### config.mk
export PLATFORM = sky130hd
export DESIGN_NAME = receptor_caractere_flat
export DESIGN_NICKNAME = d
export VERILOG_FILES = /design/src/rtl/receptor_caractere_if.sv /design/src/rtl/receptor_caractere.sv /design/src/flat_wrapper.sv
export SDC_FILE = /design/constraint.sdc
export NUM_CORES = 1
export LEC_CHECK = 0
export BUFFER_PORTS_ARGS = -buffer_cell sky130_fd_sc_hd__buf_2
export CAP_MARGIN = 20
export CORE_UTILIZATION = 50
export DETAILED_ROUTE_END_ITERATION = 8
export GPL_TIMING_DRIVEN = 0
export PLACE_DENSITY = 0.68
export SLEW_MARGIN = 10
export SYNTH_ARGS = -nofsm -noshare
export SYNTH_HDL_FRONTEND = slang
export SYNTH_SLANG_ARGS = --single-unit
### constraint.sdc
create_clock -name clk -period 2.3 [get_ports clk]
set_clock_uncertainty 0.1 [all_clocks]
set_input_delay 0.345 -clock clk [delete_from_list [all_inputs] [get_ports clk]]
set_output_delay 0.345 -clock clk [all_outputs]
set_load 0.02 [all_outputs]
### src/rtl/receptor_caractere_if.sv
// Serial character receiver bus: serial line in, character/status/strobe out.
interface receptor_caractere_if;
  logic       rx;
  logic [4:0] caractere;
  logic       erro;
  logic       pronto;

  // Line driver and result consumer side
  modport master (
    output rx,
    input  caractere,
    input  erro,
    input  pronto
  );

  // Receiver side
  modport slave (
    input  rx,
    output caractere,
    output erro,
    output pronto
  );
endinterface

### src/rtl/receptor_caractere.sv
// Serial receiver for 5-bit character codes (0..19): start, 5 data LSB first,
// even parity, stop. Reports the last valid code and a frame-status flag.
module receptor_caractere #(
  parameter int unsigned CLKS_POR_BIT = 4
) (
  input  logic                  clk,
  input  logic                  rst_n,
  receptor_caractere_if.slave   bus
);

  localparam int unsigned CNT_W    = 8;
  localparam int unsigned IDX_W    = 3;
  localparam int unsigned CODE_W   = 5;
  localparam logic [CNT_W-1:0]  BIT_LAST  = CNT_W'(CLKS_POR_BIT - 1);
  localparam logic [CNT_W-1:0]  HALF_LAST = CNT_W'(CLKS_POR_BIT / 2 - 1);
  localparam logic [IDX_W-1:0]  IDX_LAST  = IDX_W'(CODE_W - 1);
  localparam logic [CODE_W-1:0] CODE_MAX  = CODE_W'(19);

  typedef enum logic [2:0] {
    OCIOSO,
    INICIO,
    DADOS,
    PARIDADE,
    PARADA,
    ESPERA_ALTO
  } estado_t;

  estado_t           estado;
  logic              rx_m;
  logic              rx_s;
  logic [CNT_W-1:0]  cnt;
  logic [IDX_W-1:0]  idx;
  logic [CODE_W-1:0] shreg;
  logic              erro_par;
  logic [CODE_W-1:0] caractere_q;
  logic              erro_q;
  logic              pronto_q;

  assign bus.caractere = caractere_q;
  assign bus.erro      = erro_q;
  assign bus.pronto    = pronto_q;

  // Two-flop synchronizer; idles high like the line itself
  always_ff @(posedge clk or negedge rst_n) begin
    if (!rst_n) begin
      rx_m <= 1'b1;
      rx_s <= 1'b1;
    end else begin
      rx_m <= bus.rx;
      rx_s <= rx_m;
    end
  end

  // Frame FSM with bit timing, shift register and registered results
  always_ff @(posedge clk or negedge rst_n) begin
    if (!rst_n) begin
      estado      <= OCIOSO;
      cnt         <= '0;
      idx         <= '0;
      shreg       <= '0;
      erro_par    <= 1'b0;
      caractere_q <= 5'b11111;
      erro_q      <= 1'b1;
      pronto_q    <= 1'b0;
    end else begin
      pronto_q <= 1'b0;
      case (estado)
        OCIOSO: begin
          if (!rx_s) begin
            estado <= INICIO;
            cnt    <= '0;
          end
        end
        INICIO: begin
          if (cnt == HALF_LAST) begin
            cnt <= '0;
            idx <= '0;
            // A high line at mid start bit was a glitch
            estado <= rx_s ? OCIOSO : DADOS;
          end else begin
            cnt <= cnt + 1'b1;
          end
        end
        DADOS: begin
          if (cnt == BIT_LAST) begin
            cnt   <= '0;
            shreg <= {rx_s, shreg[CODE_W-1:1]};
            idx   <= idx + 1'b1;
            if (idx == IDX_LAST) begin
              estado <= PARIDADE;
            end
          end else begin
            cnt <= cnt + 1'b1;
          end
        end
        PARIDADE: begin
          if (cnt == BIT_LAST) begin
            cnt      <= '0;
            erro_par <= (^shreg) ^ rx_s;
            estado   <= PARADA;
          end else begin
            cnt <= cnt + 1'b1;
          end
        end
        PARADA: begin
          if (cnt == BIT_LAST) begin
            cnt      <= '0;
            pronto_q <= 1'b1;
            if (!erro_par && rx_s && (shreg <= CODE_MAX)) begin
              caractere_q <= shreg;
              erro_q      <= 1'b1;
            end else begin
              erro_q <= 1'b0;
            end
            // A low stop bit may be a break; wait for the line to rise
            estado <= rx_s ? OCIOSO : ESPERA_ALTO;
          end else begin
            cnt <= cnt + 1'b1;
          end
        end
        ESPERA_ALTO: begin
          if (rx_s) begin
            estado <= OCIOSO;
          end
        end
        default: begin
          estado <= OCIOSO;
          cnt    <= '0;
        end
      endcase
    end
  end

endmodule

### src/flat_wrapper.sv
// flat-port wrapper written by rule: the top's interface ports become plain ports
module receptor_caractere_flat 
#(
  parameter int unsigned CLKS_POR_BIT = 4
)
  (clk, rst_n, bus_rx, bus_caractere, bus_erro, bus_pronto);
  receptor_caractere_if bus_i ();
  input  logic clk;
  input  logic rst_n;
  input wire logic [$bits(bus_i.rx)-1:0] bus_rx;
  output wire logic [$bits(bus_i.caractere)-1:0] bus_caractere;
  output wire logic [$bits(bus_i.erro)-1:0] bus_erro;
  output wire logic [$bits(bus_i.pronto)-1:0] bus_pronto;
  assign bus_i.rx = bus_rx;
  assign bus_caractere = bus_i.caractere;
  assign bus_erro = bus_i.erro;
  assign bus_pronto = bus_i.pronto;
  receptor_caractere #(.CLKS_POR_BIT(CLKS_POR_BIT)) u_core (.clk(clk), .rst_n(rst_n), .bus(bus_i));
endmodule
==> summary.md <==
| Metric | Value |
|---|---|
| Outcome | finished, final reports clean |
| Die Y | between 50 and 60 µm |
| Post-route DRC | 0 |
| Setup CP Type | reg -> reg |
| H-tree Lvls | 2 |
| Critical-path top delay cell | or4_1 |
| Detailed Place HPWL | 2300 µm |
| GP Congestion | about 0.84 |
| Final min period | 2.20 ns |
| Endpoints failing setup | 0 |
| Final period utilization | 95.8% |
| CTS root buf | clkbuf_4 |
| RSZ-0062 raised after global routing | false |
| Max-slew violations | 0 |
| Syn Inst Count | 155 |
| Initial antenna violation count | 0 |
| Vias/cell | 5.67 |
| Worst path required time | 2.43 ns |
| Synth area leaders | dfrtp_1 (33%), dfstp_2 (13%), mux2_2 (4.9%) |
| Nets | between 150 and 200 |
| Worst EP arrival | 2.33 ns |
| CP Launch Type | flip-flop |
| Hold Crit Class | reg -> reg |
| First-pass GRT wire length | 5520 µm |
| Share of layout cells above drive strength 1 | 23.0% |
| Clock Latency Late Sink | 0.35 ns |
| FF+latch count, synth | 29 |
| CTS resizes | 0 |
| Lkg Pwr | 0.816 nW |
| Wire per inst | 14.8 µm |
| Largest net degree at the start of global routing | 30 |
| Worst-path clk slew | 0.09 ns |
| Diode count | 0 |
| Share of the yosys chip area belonging to registers | 46.0% |
| GR Overflow Total | 0 |
| Detailed Route WL | 3240 µm |
| Dominant cell type by area after synthesis | dfrtp_1 |
| Synth Flop Type | dfrtp_1 |
| Post-synth EDFFs | 0 |
| Std-Cell Rows | 20 |
| Power Dens Cells | 1110 mW/mm² |
| Core ar. | 0.00305 mm² |
| IO buf count | 9 |
| Num CTS Buffers | 5 |
| DRT Pass-1 Iters | 4 |
| Vias in the first global route | about 1200 |
| Final hold vios | 0 |
| Final core utilization | 59.1% |
| ANT nets after route | 0 |
| Cell variety after synth | 43 |
| Area delta synth->final | 12.8% |
| Hold WS | 0.261 ns |
| Max_cap viols | 0 |
| Syn Std Cell Area | 0.00160 mm² |
| Area share of the largest cell type after synthesis | 32.8% |
| Worst setup margin | 0.0963 ns |
| Filler instances | 277 |
| Setup TNS | 0 ns |
| Achievable Freq | 0.454 GHz |
| Maximum clock path buffer count | 2 |
| DR iter-0 viols | 52 |
| Least-Margin Pin Slew | 0.844 ns |
| Syn_nets | 164 |
| DP Cell Count | 208 |
| Syn. warnings | 0 |
| Via Count | 1235 |
| GRT Total Usage | 22.0% |
| Endpoint class of the critical path | flip-flop |
| Die area | between 0.003 and 0.004 mm² |
| Critical Path Max Stage Delay | 0.50 ns |
| Post-route insts no fill | approximately 220 |
| Critical path cell sequence | nor4_4 -> nand2_1 -> or4_1 -> buf_6 -> mux2_4 |
| Worst Path Max Fanout | 7 |
| CTS tree | yes |
| Number of placed I/O pins | 10 |
| Clock Sinks | 29 |
| Ys async rst share | 100% |
| Pre-CTS setup slack | 0.126 ns |
| Most common cell after layout, fill and taps aside | dfrtp_1 |
| Chip width | just under 60 µm |
| Initial Utilization | 52.4% |
| Worst vdd rail ir drop | 535 µV |
| Mean Syn Cell Area | 10.3 µm² |
| Most frequent cells in the layout | dfrtp_1 (21), inv_1 (14), nand2_1 (12) |
| Slew Limit Headroom | 43.3% |
## routing by layer
layer  track usage, %  vias to the layer above  wire (µm)
met1             28.7                      611       1540
met3             7.25                        5        121
met2             34.3                       22       1530
met4             8.16                        0         48
li1                 -                      597          -
met5                0                        -          0
## worst paths after layout
check                         startpoint              end  slack [ns]  cells after the start
min reg2reg                  u_core.rx_m      u_core.rx_s        0.26                      0
min in group asynchronous          rst_n    u_core.idx[1]        0.44                      2
min                          u_core.rx_m      u_core.rx_s        0.26                      0
max reg2reg                u_core.cnt[6]  u_core.shreg[0]         0.1                      5
max                        u_core.cnt[6]  u_core.shreg[0]         0.1                      5
max in group asynchronous          rst_n    u_core.cnt[6]        1.23                      2
## cell families (layout without fill, tap and decap cells)
group           after synthesis  in the layout  synth area share (%)
flops                        29             29                  46.0
buf+inv                      21             40                  5.55
simple gates                 47             47                  16.4
mux                          14             14                  10.6
fa+ha+maj                     6              6                  4.69
compound gates               33             33                  14.1
xor+xnor                      5              5                  2.74
## worst max-delay path, delay by kind of cell, from the launching register on
kind                   cells  cell delay [ns]
buffers and inverters      1             0.16
and+or+nand+nor            3             1.10
DFF                        1             0.46
muxes                      1             0.29
## flip-flops by register name, summed over array words and instances, names as in the netlist
signal,count
u_core.erro_par,1
u_core.idx,3
u_core.cnt,8
u_core.shreg,5
u_core.bus.pronto,1
u_core.rx_m,1
u_core.bus.caractere,5
u_core.rx_s,1
u_core.estado,3
u_core.bus.erro,1
## synthesized netlist by cell type (all sizes together) (2+ instances only)
cell type / n
nor2: 7
and3: 3
ha: 6
nand2b: 2
nand3: 6
o31ai: 2
mux2i: 3
nor4: 2
o2111ai: 2
a21oi: 3
o22ai: 2
nand2: 12
dfstp: 8
nand4: 3
mux2: 11
a31oi: 3
o21ai: 8
nand3b: 2
nor2b: 2
xnor2: 4
clkbuf: 4
nor3: 3
dfrtp: 21
o211ai: 6
buf: 3
inv: 14
## repair_timing
item                                   CTS  global route
setup endpoints to repair                0             0
buffers inserted                         0             0
endpoints found under the hold margin   22             0
hold buffers                             2             0
## per-stage QoR
| step | power, mW | cell area [µm²] |
|---|---|---|
| final | 2.01 | 1810 |
| after global routing | 2.16 | 1810 |
| after CTS | 2.03 | 1810 |
| after detailed placement | 1.57 | 1700 |
| after global placement | 1.53 | 1700 |
| after floorplan | 1.36 | 1600 |
## power by group
part | switching (mW) | internal, mW | total, mW
Combinational | 0.516 | 0.326 | 0.842
Clock | 0.184 | 0.259 | 0.443
Sequential | 0.108 | 0.619 | 0.727
Total | 0.808 | 1.20 | 2.01
## area by class of cell
class / count / area (µm²) / share of cell area (%)
multi-input cells: 105 / 776 / 43.0
flip-flops and latches: 29 / 736 / 40.7
clock inverters: 1 / 30.0 / 1.66
clock buffers: 7 / 55.1 / 3.05
plain buffers: 7 / 36.3 / 2.01
inverters: 14 / 52.6 / 2.91
well taps: 44 / 55.1 / 3.05
repair buffers: 11 / 65.1 / 3.60
(Power assumes the default switching activity.)
